### src/rtl/fmc_apb_pkg.sv
// fmc_apb_pkg: shared FSM state type and constants for the FMC-to-APB sequencer
package fmc_apb_pkg;
  typedef enum logic [1:0] {IDLE, SETUP, ACCESS, HOLD} state_t;
  localparam logic [31:0] DEAD_BEEF = 32'hDEAD_BEEF;
  localparam logic [31:0] APB_BASE_DEFAULT = 32'h4000_0000;
endpackage

### src/rtl/fmc_sync.sv
// fmc_sync: 2-flop synchronizer for an active-low strobe, resets to the inactive level
module fmc_sync (
  input  logic clk,
  input  logic reset,
  input  logic d,
  output logic q
);
  logic m;
  always_ff @(posedge clk)
    if (reset) {q, m} <= 2'b11;
    else {q, m} <= {m, d};
endmodule

### src/rtl/fmc_apb_sequencer.sv
// fmc_apb_sequencer: turns asynchronous FMC strobes into single APB transfers with wait and timeout
module fmc_apb_sequencer
  import fmc_apb_pkg::*;
#(
  parameter int          ADDR_W   = 26,
  parameter int          DATA_W   = 32,
  parameter logic [31:0] APB_BASE = APB_BASE_DEFAULT,
  parameter int          TIMEOUT  = 255
) (
  input  logic              clk,
  input  logic              reset,
  input  logic [ADDR_W-1:0] io_fmc_A,
  input  logic [DATA_W-1:0] io_fmc_D_in,
  output logic [DATA_W-1:0] io_fmc_D_out,
  output logic              io_fmc_D_oe,
  input  logic              io_fmc_NE,
  input  logic              io_fmc_NOE,
  input  logic              io_fmc_NWE,
  output logic              io_fmc_NWAIT,
  output logic [31:0]       io_apb_PADDR,
  output logic              io_apb_PSEL,
  output logic              io_apb_PENABLE,
  output logic              io_apb_PWRITE,
  output logic [DATA_W-1:0] io_apb_PWDATA,
  output logic [3:0]        io_apb_PSTRB,
  output logic [2:0]        io_apb_PPROT,
  input  logic [DATA_W-1:0] io_apb_PRDATA,
  input  logic              io_apb_PREADY,
  input  logic              io_apb_PSLVERR,
  output logic              busy,
  output logic              err,
  input  logic              err_clr
);
  localparam logic [9:0] LAST = 10'(TIMEOUT - 1);
  state_t state;
  logic ne_s, noe_s, nwe_s;
  logic [9:0] cnt;
  logic [DATA_W-1:0] rdata;
  logic start, dual, done, tmo, err_set;
  fmc_sync u_ne  (.clk(clk), .reset(reset), .d(io_fmc_NE),  .q(ne_s));
  fmc_sync u_noe (.clk(clk), .reset(reset), .d(io_fmc_NOE), .q(noe_s));
  fmc_sync u_nwe (.clk(clk), .reset(reset), .d(io_fmc_NWE), .q(nwe_s));
  always_comb begin
    start   = state == IDLE && !ne_s && (noe_s ^ nwe_s);
    dual    = state == IDLE && !ne_s && !noe_s && !nwe_s;
    done    = state == ACCESS && io_apb_PREADY;
    tmo     = state == ACCESS && !io_apb_PREADY && cnt == LAST;
    err_set = dual || tmo || (done && io_apb_PSLVERR);
  end
  assign busy         = state != IDLE;
  assign io_apb_PPROT = 3'b000;
  assign io_fmc_D_out = rdata;
  assign io_fmc_D_oe  = state == HOLD && !io_apb_PWRITE && !noe_s;
  // PWRITE doubles as the latched direction (1 = write, i.e. NWE was the active strobe)
  always_ff @(posedge clk)
    if (reset) begin
      state          <= IDLE;
      io_apb_PSEL    <= 1'b0;
      io_apb_PENABLE <= 1'b0;
      io_apb_PWRITE  <= 1'b0;
      io_apb_PADDR   <= '0;
      io_apb_PWDATA  <= '0;
      io_apb_PSTRB   <= '0;
      io_fmc_NWAIT   <= 1'b1;
      rdata          <= '0;
      cnt            <= '0;
      err            <= 1'b0;
    end else begin
      err <= err_set | (err & ~err_clr);
      case (state)
        IDLE:
          if (start) begin
            state         <= SETUP;
            io_apb_PSEL   <= 1'b1;
            io_fmc_NWAIT  <= 1'b0;
            io_apb_PWRITE <= noe_s;
            io_apb_PADDR  <= APB_BASE | 32'({io_fmc_A, 2'b00});
            io_apb_PSTRB  <= noe_s ? 4'hF : 4'h0;
            if (noe_s) io_apb_PWDATA <= io_fmc_D_in;
          end else if (dual) begin
            state         <= HOLD;
            io_apb_PWRITE <= 1'b0;
            rdata         <= '0;
          end
        SETUP: begin
          state          <= ACCESS;
          io_apb_PENABLE <= 1'b1;
          cnt            <= '0;
        end
        ACCESS:
          if (done || tmo) begin
            state          <= HOLD;
            io_apb_PSEL    <= 1'b0;
            io_apb_PENABLE <= 1'b0;
            io_fmc_NWAIT   <= 1'b1;
            if (!io_apb_PWRITE) rdata <= done ? io_apb_PRDATA : DATA_W'(DEAD_BEEF);
          end else cnt <= cnt + 10'd1;
        HOLD: if (ne_s) state <= IDLE;
        default: state <= IDLE;
      endcase
    end
endmodule

### config.mk
export PLATFORM = sky130hd
export DESIGN_NAME = fmc_apb_sequencer
export DESIGN_NICKNAME = d
export VERILOG_FILES = /design/src/rtl/fmc_apb_pkg.sv /design/src/rtl/fmc_sync.sv /design/src/rtl/fmc_apb_sequencer.sv
export SDC_FILE = /design/constraint.sdc
export NUM_CORES = 1
export LEC_CHECK = 0
export CAP_MARGIN = 20
export CELL_PAD_IN_SITES_DETAIL_PLACEMENT = 2
export CELL_PAD_IN_SITES_GLOBAL_PLACEMENT = 2
export CORE_MARGIN = 2
export CORE_UTILIZATION = 20
export DETAILED_ROUTE_END_ITERATION = 8
export PLACE_DENSITY = 0.77
export SYNTH_ARGS = -nofsm -noshare
export SYNTH_HDL_FRONTEND = slang
export SYNTH_SLANG_ARGS = --single-unit
### constraint.sdc
create_clock -name clk -period 2.1 [get_ports clk]
set_input_delay 0.315 -clock clk [delete_from_list [all_inputs] [get_ports clk]]
set_output_delay 0.315 -clock clk [all_outputs]
set_load 0.05 [all_outputs]
**Word-level counts from Yosys, hierarchy flattened**

Cells that the tools add are included.

- Add/sub/neg operators: 1
- Equality and inequality tests: 12
- Mux-type cells: 23
- Bitwise logic cells: 4
- Reductions and logical operators: 31

Operators by type and width:

| operator | count |
|---|---|
| $mux 32 | 5 |
| $pmux 32 s2 | 1 |
| $pmux 10 s2 | 1 |
| $add 10x1->10 const B | 1 |
| $eq 10x8->1 const B | 1 |
| $logic_and 1x1->1 | 10 |
| $mux 10 | 1 |
| $ne 2x2->1 const B | 5 |
| $reduce_and 3->1 | 3 |
| $mux 2 | 4 |
| $pmux 2 s4 | 1 |
| $reduce_and 2->1 | 4 |
| $reduce_bool 2->1 | 4 |
| $mux 1 | 6 |
| $pmux 1 s2 | 3 |
| $logic_not 1->1 | 5 |
| $reduce_and 5->1 | 1 |
| $eq 2x2->1 const B | 2 |
| $mux 4 | 1 |
| $ne 2x1->1 const B | 2 |
| $logic_or 1x1->1 | 3 |
| $ne 3x3->1 const B | 1 |
| $eq 2x1->1 const B | 1 |
| $logic_not 2->1 | 1 |
| other kinds (4) | 4 |

- Flip-flop bits (word level): 118
- Input port bits: 98
- Output and inout port bits: 110
- Word-level logic and storage cells: 88

**Logic depth before layout (Yosys ltp)**

Gate-level depths: netlist of the first run.

- Depth after elaboration: 7
- Gate-level depth with buffers: 9
- Mapped depth without buffers: 6

**Cells and area by module**

From an unflattened synthesis of the first run, not the netlist that was laid out.

- Cell total of the unflattened synthesis: 579
- Area total of the unflattened synthesis: 4762.1 µm²

By module, submodules not included:

| module | instances | cells an instance | area an instance (µm²) | sequential area each (µm²) |
|---|---|---|---|---|
| fmc_apb_sequencer | 1 | 567 | 4604.4 | 2182.1 |
| fmc_sync | 3 | 4 | 52.6 | 40.0 |

**Least setup slack after synthesis of the first run**

Ideal clock, no wire load.

- Kind: reg-to-reg
- From: register cnt[0]
- To: register cnt[9]
- Setup time: 0.121 ns
- Data arrival time: 2.069 ns
- Required time: 1.979 ns
- Setup slack: -0.090 ns
- Cell stages (with the launch flop): 10
- Buffers on the path: 3
- Clock period less this slack: 2.190 ns
- Cells stage by stage: dfxtp_1 inv_1 ha_1 or3b_1 buf_2 o31a_1 buf_6 buf_6 o2111ai_1 mux2_2

- Word-level cells in the longest chain between the ends: 5
- Elaborated cells on any way between the ends: 8
- Classes of those cells: add/sub: 1; eq/ne: 2; mux: 2; reduce/logical: 3

RTL lines:

| item | line | source |
|---|---|---|
| start: declaration | fmc_apb_sequencer.sv:37 | `logic [9:0] cnt;` |
| start signal: assignment | fmc_apb_sequencer.sv:97 | `end else cnt <= cnt + 10'd1;` |
| branches (longest 5 deep; another with $add 10x1->10) | n/a |  |

Several ways; the timed one is not identified. The select of a mux whose other input is x is not followed.
A chain may end at the register's enable or synchronous reset.

**Worst setup path in the final report of the first run**

- From: register cnt[0]
- To: register rdata[19], in the netlist io_fmc_D_out[19]

- Word-level cells in the longest chain between the ends: 5

RTL lines:

| item | line | source |
|---|---|---|
| $eq 10x8->1 | fmc_apb_sequencer.sv:47 | `tmo = state == ACCESS && !io_apb_PREADY && cnt == LAST;` |
| $logic_and 1x1->1 | fmc_apb_sequencer.sv:47 |  |
| $logic_or 1x1->1 | fmc_apb_sequencer.sv:91 | `if (done \|\| tmo) begin` |
| $ne 2x1->1 (no line) | n/a |  |
| $reduce_and 5->1 (no line) | n/a |  |
| end signal: assignment | fmc_apb_sequencer.sv:96 | `if (!io_apb_PWRITE) rdata <= done ? io_apb_PRDATA : DATA_W'(DEAD_BEEF);` |
| end: declaration | fmc_apb_sequencer.sv:38 | `logic [DATA_W-1:0] rdata;` |

Every way passes these cells.

==> flow_summary.toml, run 1 <==
[synthesis]
synth_compound_area_share_pct = 18.0
synth_seq_cells = 115
synth-simple-area-share_pct = 21.3
ys.flop_type = "dfxtp_1"
yosysSeqAreaShare_pct = 50.3
synth_edf_count = 0
synth_top_family_by_area = "simple AND/OR/NAND/NOR gates"
syn_inst = 551
synth.most_common_cell = "nand2_1"
synth_warnings = 0
synth_mux_area_share_pct = 2.00
synth_adder_area_share_pct = 1.92
yosysUniqueCellTypes = 51
synth-xor-area-share_pct = 0.192
synth_commonest_cells = "nand2_1, dfxtp_1, a21oi_1"
synth_top_cells_by_area = "dfxtp_1, nand2_1, a21oi_1, o21ai_0, o2bb2ai_1"
synthArstFlopShare_pct = 0
synth_top_area_share_pct = 50.3
yosysTopAreaCell = "dfxtp_1"
syn_area_sq_um = 4570
avgSynthCellArea_sq_um = 8.30

[die]
rows = 55
dieHeight_um = 155
dieArea_sq_um = 24100
die_x_um = 155
start_util_pct = 20.3
core_region_area_sq_um = 22600
ios = 208

[grt]
use_met3_pct = 5.21
track_usage_pct = 14.2
use_met2_pct = 23.4
grt-ovfl-total = 0
grt_busiest_layer = "met2"
grt_pass1_vias = 4883
grt_pass1_wl_mm = 26.7
grt_max_degree = 84
antenna_found_initial = 0
met1_usage_pct = 17.1

[drt]
dr_total_vias = 4692
drtIter0Drc = 134
post_drt_wl_per_cell_um = 16.2
drc = 0
ant_nets = 0
routed_wl_mm = 17.0
via_per_inst = 4.47
detail_route.first_pass.iterations = 4

[setup_path]
path_class = "flop to flop"
startpoint_type = "flop"
critPathMaxFanout = 17
cp-end-kind = "flop"
worstPathArrival_ps = 2370
cp.required_ps = 2440

[final_layout]
drive_gt1_share_pct = 10.6
flow.area_growth_from_synthesis_pct = 66.2
diodes = 0
fin_nets = 857

[placed_design]
dpl.hpwl_mm = 11.6
gp_congestion = 0.732
portBuffers = 199

[timing]
holdWs_ps = 267
setup_viol = 0
slew_headroom_pct = 60.3
finalCritPeriodShare_pct = 96.2
period_minus_slack_ps = 2020
fmax_mhz = 495
tightestPinTransition_ps = 594
finClkSkew_ps = 8.68
slew_viol_final = 0
hold_violations = 0

[clock_network]
cts_tree = "done"
numCtsBuffers = 17
cts-root-buf = "clkbuf_16"
clock_path_buffers = 2
clkLatencyLatePin_ps = 410
clk_pin_slew_ps = 60
htree_levels = 4
clock-sinks = 115
cts_hold_buf = 0
cts_setup_buffers = 0

[min_path]
min_path_type = "primary input to flop"

[power]
ir_worst_vdd_mv = 0.424
power_mw = 7.02
powerDensity_nw_per_um2 = 924
p_leak_nw = 2.64

[flow_run]
cap_violations = 0

[status]
outcome = "complete, no violations"
worst max-delay path, cell delays in order (launching register included):
cell,delay (ps)
dfxtp_2,310
inv_1,70
ha_1,140
or3b_4,420
o31a_1,290
buf_12,160
or4_1,470
o21ai_1,90
cells in the final DEF (no fill, tap or decap), types with 2 or more instances in the layout:
master,count
o2111ai_1,3
or4_1,10
or2_2,6
o2bb2ai_1,13
inv_1,9
dfxtp_1,113
o21ai_1,5
dfxtp_2,2
o31ai_1,4
and3_1,4
conb_1,8
clkbuf_16,17
nand2b_1,2
clkinvlp_4,6
nor2_1,22
a211oi_1,2
nand2_1,152
or3_1,3
clkdlybuf4s50_1,196
o21ai_0,22
or4_4,2
o211a_1,2
bufinv_16,2
ha_1,6
buf_4,19
o211ai_1,2
buf_12,8
a21oi_1,73
nor2b_2,2
mux2i_1,8
clkinv_2,4
nor4_1,2
nand3_1,7
o221a_2,2
clkbuf_8,2
per-stage QoR:
| step | util, % | cell area [sq um] | worst slack (ps) | setup TNS (ps) | cells |
|---|---|---|---|---|---|
| floorplan | - | 4610 | 35.2 | 0 | 558 |
| finish | 33.7 | 7600 | 79.2 | 0 | 1050 |
| global route | 33.7 | 7600 | -5.53 | -5.53 | 1050 |
| CTS | 33.6 | 7580 | 7.32 | 0 | 1050 |
| global placement | 31.0 | 6990 | 93.1 | 0 | 1018 |
| detailed placement | 31.0 | 6990 | 36.9 | 0 | 1018 |
flip-flops by register name (all words and copies together), names as in the netlist, 2 cells and up:
| signal | cells |
|---|---|
| state | 2 |
| io_fmc_D_out | 32 |
| io_apb_PADDR | 27 |
| io_apb_PWDATA | 32 |
| cnt | 10 |
metal layers:
metal | vias to the layer above | routed length [um]
met5 | - | 0
met4 | 0 | 211
met3 | 12 | 1220
met2 | 128 | 8130
met1 | 2289 | 7420
li1 | 2263 | -
final timing paths:
kind	from	endpoint	slack, ps	depth (start not counted)
worst max-delay path	cnt[0]	io_fmc_D_out[19]	80	7
worst min-delay path	reset	io_fmc_D_out[5]	270	3
worst max register to register	cnt[0]	io_fmc_D_out[19]	80	7
worst min register to register	u_nwe.m	u_nwe.q	410	1
timing repair:
item,CTS,global route
endpoints found under the hold margin,0,0
setup endpoints to repair,0,26
resized for setup,0,11
report_power, final:
| part | internal, mW | leakage [nW] | switching [mW] | total [mW] |
|---|---|---|---|---|
| sequential | 2.30 | 0.930 | 0.0647 | 2.37 |
| combinational | 0.702 | 1.43 | 1.04 | 1.75 |
| clock | 1.80 | 0.273 | 1.11 | 2.91 |
| total | 4.81 | 2.64 | 2.22 | 7.02 |
kinds of logic after synthesis:
family	after synthesis
other cells	1
simple gates	222
xor+xnor	1
buf+inv	59
compound gates	137
flops	115
mux	9
fa+ha+maj	7
final cells by class:
type	instances	area, sq um
Timing Repair Buffer	224	2270
Tap cell	285	357
Inverter	10	37.5
Multi-Input combinational cell	384	2050
Sequential cell	115	2300
Clock inverter	13	134
Fill cell	2550	15000
Clock buffer	19	453
No activity file was read; power rests on OpenSTA's default activity.
==> run 2, diff against run 1 <==
--- a/config.mk
+++ b/config.mk
@@ -11,6 +11,7 @@
 export CORE_MARGIN = 2
 export CORE_UTILIZATION = 20
 export DETAILED_ROUTE_END_ITERATION = 8
+export GPL_ROUTABILITY_DRIVEN = 0
 export PLACE_DENSITY = 0.77
 export SYNTH_ARGS = -nofsm -noshare
 export SYNTH_HDL_FRONTEND = slang
==> constraint.sdc (replaced) <==
create_clock -name clk -period 2.1 [get_ports clk]
set_input_delay 0.315 -clock clk [delete_from_list [all_inputs] [get_ports clk]]
set_output_delay 0.315 -clock clk [all_outputs]
set_load 0.005 [all_outputs]
==> flow_summary.toml, run 2 (synthesized netlist as in run 1, its figures left out) <==
[final_layout]
seq_area_sq_um = 2310
flow.area_growth_from_synthesis_pct = 65.3
layout_common_cells = "clkdlybuf4s50_1, nand2_1, dfxtp_1"
layout_commonest_cell = "clkdlybuf4s50_1"
multi_input_area_sq_um = 2050
n_fill_cell = 2559
fin_nets = 860
drive_gt1_share_pct = 10.6
diodes = 0

[drt]
post_drt_wl_per_cell_um = 16.6
routed_wl_mm = 17.4
via_per_inst = 4.44
drtIter0Drc = 97
dr_total_vias = 4669
detail_route.first_pass.iterations = 6
ant_nets = 0
drc = 0

[grt]
grt_pass1_wl_mm = 27.5
antenna_found_initial = 0
grt-ovfl-total = 0
track_usage_pct = 14.6
grt_pass1_vias = 5114
grt_max_degree = 57

[clock_network]
clkLatencyLatePin_ps = 410
cts_setup_buffers = 0
numCtsBuffers = 17
clk_pin_slew_ps = 60
cts_tree = "done"
cts-root-buf = "clkbuf_16"
clock-sinks = 115
clock_path_buffers = 2
htree_levels = 4
cts_hold_buf = 0

[die]
core_region_area_sq_um = 22600
die_x_um = 155
ios = 208
dieArea_sq_um = 24100
rows = 55
start_util_pct = 20.3
dieHeight_um = 155

[timing]
holdWs_ps = 398
setup_viol = 0
rsz0062_at_grt = "true"
hold_violations = 0
period_minus_slack_ps = 2000
fmax_mhz = 500
final.setup.worst_slack_ps = 100
slew_viol_final = 0
finClkSkew_ps = 8.69
finalCritPeriodShare_pct = 95.2

[placed_design]
dp_slack_ps = 54.2
portBuffers = 199
dpl.hpwl_mm = 12.1

[setup_path]
r2r.worst_path.cells = 7
path_buf_inv = 2
cp-end-kind = "flop"
path_class = "flop to flop"
path_delay_family = "simple AND/OR/NAND/NOR gates"
path_cells = "inv_2 > ha_1 > or3b_4 > o31a_1 > buf_12 > or4_1 > o21ai_1"
critPathMaxStageDelay_ps = 460
critPathMaxFanout = 17
cp.required_ps = 2440
timing.rr.end = "io_fmc_D_out[26]"
r2r_slack_ps = 100
startpoint_type = "flop"
cpMaxStageDelayCell = "or4_1"
r2r_start = "cnt[0]"
worstPathArrival_ps = 2340

[flow_run]
cap_violations = 0

[status]
outcome = "complete, no violations"

[min_path]
min_path_type = "primary input to flop"
hp-start = "reset"
min_path_cells = 3
hold_end = "io_apb_PADDR[18]"

[power]
ir_worst_vdd_mv = 0.480
powerDensity_nw_per_um2 = 853
p_leak_nw = 2.63
run 2: worst max path at each step:
stage | start | end | slack, ps | depth (start not counted)
floorplan | cnt[0] | cnt[9] | 40 | 9
global placement | io_apb_PREADY | cnt[6] | 100 | 6
detailed placement | io_apb_PREADY | cnt[6] | 50 | 6
CTS | cnt[0] | state[1] | 7 | 7
global route | state[0] | io_fmc_D_out[26] | -20 | 8
finish | cnt[0] | io_fmc_D_out[26] | 100 | 7
run 2: what timing repair did:
item,CTS,global route
cloned,0,0
resized for setup,5,6
endpoints found under the setup margin,2,34
pin swaps,0,0
run 2: worst reg2reg max path, delay by kind of cell (launching register included):
kind,cells,cell delay [ps]
flip-flops,1,330
AND/OR/NAND/NOR,2,870
buffers and inverters,2,220
AO/OA/AOI/OAI,2,380
adder cells (fa/ha/maj),1,140
run 2: metal layers:
metal / part of all wire (%) / vias to the layer above / track usage (%)
li1: - / 2260 / -
met1: 43 / 2238 / 17.4
met2: 47 / 146 / 23.9
met3: 7.1 / 25 / 5.15
met4: 2.6 / 0 / 5.85
met5: 0 / - / 0
run 2: layout make-up:
class,instances,area share [%]
Clock inverter,9,1.08
Inverter,10,0.497
Tap cell,285,4.72
Sequential cell,115,30.5
Timing Repair Buffer,227,29.9
Multi-Input combinational cell,384,27.1
Clock buffer,22,6.27
run 2: metrics by stage:
step	total power [mW]	util (%)	TNS, ps	cell area, sq um	cells
floorplan	3.01	-	0	4610	558
global placement	3.73	30.9	0	6980	1021
detailed placement	3.75	30.9	0	6980	1021
CTS	6.57	33.4	0	7540	1052
global route	6.79	33.5	-15.4	7560	1052
finish	6.44	33.5	0	7560	1052
run 2: power breakdown:
part	internal (mW)	switching (mW)
clock network	1.71	1.03
registers	2.30	0.0686
logic	0.670	0.660
==> run 3, diff against run 2 <==
--- a/config.mk
+++ b/config.mk
@@ -12,6 +12,7 @@
 export CORE_UTILIZATION = 20
 export DETAILED_ROUTE_END_ITERATION = 8
 export GPL_ROUTABILITY_DRIVEN = 0
+export HOLD_SLACK_MARGIN = 0.08
 export PLACE_DENSITY = 0.77
 export SYNTH_ARGS = -nofsm -noshare
 export SYNTH_HDL_FRONTEND = slang
==> results of run 3 <==
The final DEF is identical to that of run 2; final timing and power are the same.
==> edit 1: new RTL, settings of run 2 <==
Encoding of `state_t`: now Gray code (2 bits for 4 states).
--- a/src/rtl/fmc_apb_pkg.sv
+++ b/src/rtl/fmc_apb_pkg.sv
@@ -1,5 +1,5 @@
 // fmc_apb_pkg: shared FSM state type and constants for the FMC-to-APB sequencer
 package fmc_apb_pkg;
-  typedef enum logic [1:0] {IDLE, SETUP, ACCESS, HOLD} state_t;
+  typedef enum logic [1:0] {IDLE = 2'b00, SETUP = 2'b01, ACCESS = 2'b11, HOLD = 2'b10} state_t;
   localparam logic [31:0] DEAD_BEEF = 32'hDEAD_BEEF;
   localparam logic [31:0] APB_BASE_DEFAULT = 32'h4000_0000;
Check against the original RTL: no difference found for any inputs over 4 cycles, from zero or initial values and one cycle with reset high; so few cycles prove little.
==> edit 1 against run 2 <==
Die area grew 3.2%. Routed wire length grew 0.55%. Sequential cell count is the same. Clock skew is essentially flat. Worst setup slack lost 0.039 ns. Global-route usage shrank 0.32 points. Area after synthesis grew 3.3%. Non-clock buffer count shrank 6. Synthesized cell count grew 4.5%. Critical path depth is the same. Total power grew 7.2%. Design area grew 3.2%.
==> edit 1: results (changes against run 2) <==
status=complete, no violations (unchanged); Pint=5020 uW (was 4679 uW); met1 Use GR=15.52% (was 17.44%); Inverters=13 (was 10); ClkCell Share=8.454% (was 7.351%); Non-Clock Buffer Count=221 (was 227); Worst Hold Class=flop to flop (was primary input to flop); clock skew=0.008804 ns (was 0.008687 ns); minimum setup slack among reg-to-reg paths=0.06 ns (was 0.10 ns); DRT Pass-1 Iters=5 (was 6); post-route cell area=0.007800 mm^2 (was 0.007557 mm^2); Max Fanout on Critical Path=24 (was 17); multi-input combinational area share=27.93% (was 27.07%); top post-synthesis cells by area=dfxtp_1 49%, nand2_1 10%, a21oi_1 8.5% (was dfxtp_1 50%, nand2_1 12%, a21oi_1 8.0%); clock share of power=47.6% (was 42.5%); GRT Overall Usage=14.26% (was 14.58%); via count=4854 (was 4669); Cells after DPL=1071 (was 1021); Seq power=2300 uW (was 2370 uW); multiplexer area fraction after synthesis=1.907% (was 1.997%); Syn Area/Cell=8.200 um^2 (was 8.300 um^2); final WL=17.53 mm (was 17.44 mm); Placed Area=0.007096 mm^2 (was 0.006982 mm^2); Worst Min Path Start=u_noe.m (was reset); Synth Area in XOR/XNOR=0.1854% (was 0.1915%); count of multi-input gates=405 (was 384); GRT met3 Usage=6.898% (was 5.153%); sequential fraction of total cell area=29.55% (was 30.51%); met3 WL post-DR=1.648 mm (was 1.231 mm); global-route wire length before repair=27.63 mm (was 27.52 mm); worst vdd ir=0.4640 mV (was 0.4798 mV); crit path DAT=2.38 ns (was 2.34 ns); synth cell count leaders=126 x nand2_1, 115 x dfxtp_1, 80 x a21oi_1 (was 152 x nand2_1, 115 x dfxtp_1, 73 x a21oi_1); # clk buffers=19 (was 22); Leak=0.002648 uW (was 0.002629 uW); grt met2 use=24.39% (was 23.92%); DR WL met2=8.423 mm (was 8.235 mm); fin nets=878 (was 860); Hold Path Sink=u_noe.q (was io_apb_PADDR[18]); number of fill cells in the layout=2639 (was 2559); vias in the first global route=5235 (was 5114)
edit 1: cell count changes after synthesis, sizes merged, moves of 3 or more:
cell     delta
o2111ai     -3
inv         +4
o21ai      +29
nand2      -26
nand3       -4
nor3        +7
a21oi       +7
and2       +11
or4         +3
nand2b     +22
and3        -4
o2bb2ai    -12
o41ai       +3
nor2        -9
edit 1: worst max path at each step:
stage / slack [ns] / depth (start not counted) / start / end
floorplan: 0.26 / 8 / cnt[0] / io_fmc_D_out[0]
global placement: 0.1 / 6 / io_apb_PREADY / io_fmc_D_out[5]
detailed placement: -0.0001 / 6 / io_apb_PREADY / io_fmc_D_out[26]
CTS: 0.01 / 6 / cnt[0] / cnt[2]
global route: -0.04 / 7 / cnt[0] / cnt[1]
finish: 0.06 / 7 / cnt[0] / io_fmc_D_out[26]
edit 1: critical path, stage by stage (launching register included):
cell	delay, ns
dfxtp_1	0.35
inv_2	0.08
ha_1	0.15
nand4b_1	0.17
o31a_1	0.39
buf_8	0.19
or4_1	0.53
o21ai_0	0.10
==> edit 2: new RTL, settings of run 2 <==
Without the edit above. `ADDR_W`: 26 -> 52.
--- a/src/rtl/fmc_apb_sequencer.sv
+++ b/src/rtl/fmc_apb_sequencer.sv
@@ -3,5 +3,5 @@
   import fmc_apb_pkg::*;
 #(
-  parameter int          ADDR_W   = 26,
+  parameter int          ADDR_W   = 52,
   parameter int          DATA_W   = 32,
   parameter logic [31:0] APB_BASE = APB_BASE_DEFAULT,
Ports: changed (resized io_fmc_A); port bits go from 208 to 234. No check against the original RTL was run, so the function may have changed too.
==> edit 2 against run 2 <==
First-iteration DRC count grew 64%. Hold slack improved by 0.017 ns. Critical path depth fell by 1. Area after synthesis up 5.9%. Worst setup slack hardly changed. Sequential cell count up 3. Die area grew 5.7%. Routed wire length up 4.6%. Sequential share of layout area decreased by 0.44 points. Total power grew 3.3%. Cell count up 6.6%. Design area grew 3.9%. Critical path type unchanged. Largest cell class unchanged.
==> edit 2: results (changes against run 2) <==
Compound-Gate Fraction of Synth Area=15.87% (was 17.98%); layout cells sized above 1=8.479% (was 10.56%); PostCTS Resize Cnt=2 (was 5); Cells after DPL=1088 (was 1021); WHS Path Cells=1 (was 3); global-route wire length before repair=29.13 mm (was 27.52 mm); sequential fraction of the synthesis area=48.79% (was 50.34%); Max Fanout on Critical Path=13 (was 17); HPWL Detailed=12.46 mm (was 12.10 mm); worst vdd ir=0.5631 mV (was 0.4798 mV); Netlist cell types=42 (was 51); vias in the first global route=5400 (was 5114); 1st-iter DRT viols=159 (was 97); DR vias/cell=4.406 (was 4.438); clock skew=0.01347 ns (was 0.008687 ns); crit path DAT=2.36 ns (was 2.34 ns); status=complete, no violations (unchanged); Leak=0.002651 uW (was 0.002629 uW); I/O Buffers=205 (was 199); pre-CTS setup slack=0.03042 ns (was 0.05423 ns); Synth Instances=590 (was 551); hold slack=0.4153 ns (was 0.3982 ns); Worst Min Path Start=u_ne.m (was reset); synth-to-layout area growth=62.20% (was 65.25%); Hold Path Sink=u_ne.q (was io_apb_PADDR[18]); DRT Pass-1 Iters=4 (was 6); Avg WL per Cell=16.27 um (was 16.58 um); Synth Area in XOR/XNOR=0.7235% (was 0.1915%); fin nets=920 (was 860); synth cell count leaders=139 x nand2_1, 118 x dfxtp_1, 72 x a21oi_1 (was 152 x nand2_1, 115 x dfxtp_1, 73 x a21oi_1); R2R depth=6 (was 7); slowest stage delay, CP=0.53 ns (was 0.46 ns); Reg-to-Reg End=io_fmc_D_out[31] (was io_fmc_D_out[26]); Placed Area=0.007286 mm^2 (was 0.006982 mm^2); Worst Hold Class=flop to flop (was primary input to flop); GRT Overall Usage=14.24% (was 14.58%)
==> edit 2: changes by cell type in the layout (fill, tap and decap cells not counted), sizes merged, moves of 6 or more <==
cell and delta:
o2bb2ai -13, o21ai +22, nand2 -13, nor2 -7, inv +7, or4 +14
clkdlybuf4s50 +6, nand2b +31, buf -6
==> edit 2: routing by layer <==
| layer | part of all wire, % | vias to the layer above | global-route usage, % |
|---|---|---|---|
| met5 | 0 | - | 0 |
| met4 | 1.3 | 0 | 4.050 |
| met3 | 7.5 | 19 | 5.653 |
| met2 | 48 | 145 | 23.97 |
| met1 | 43 | 2393 | 16.76 |
| li1 | - | 2382 | - |
==> edit 2: cell type report <==
cell class                      instances  share of cell area, %
Multi-Input combinational cell        415                  28.41
Timing Repair Buffer                  228                  29.06
Clock inverter                         14                  1.482
Sequential cell                       118                  30.08
Tap cell                              319                  5.082
Clock buffer                           18                  5.464
Inverter                                9                 0.4301
==> edit 2: where the power goes <==
part	internal, uW	leakage (uW)	switching (uW)	total [uW]
Combinational	704	0.00145	808	1510
Sequential	2360	0.000954	65.7	2420
Clock	1530	0.000251	1190	2730
==> edit 2: worst max-delay path by stage <==
stage	startpoint	endpoint	slack, ns	cells past startpoint
after detailed placement	cnt[0]	io_fmc_D_out[10]	0.03	6
after floorplan	cnt[0]	cnt[1]	0.04	8
after global routing	cnt[0]	io_fmc_D_out[22]	-0.001	7
after global placement	io_apb_PREADY	io_fmc_D_out[17]	0.10	6
final	cnt[0]	io_fmc_D_out[31]	0.10	6
after CTS	cnt[0]	io_fmc_D_out[10]	0.03	6
==> edit 2: logic make-up (layout without fill, tap and decap cells) <==
kind of cell,Yosys count,in the layout
flops,118,118
fa+ha+maj,7,7
xor+xnor,4,4
other cells,1,5
compound gates,141,142
mux,8,8
simple gates,249,249
buf+inv,62,269
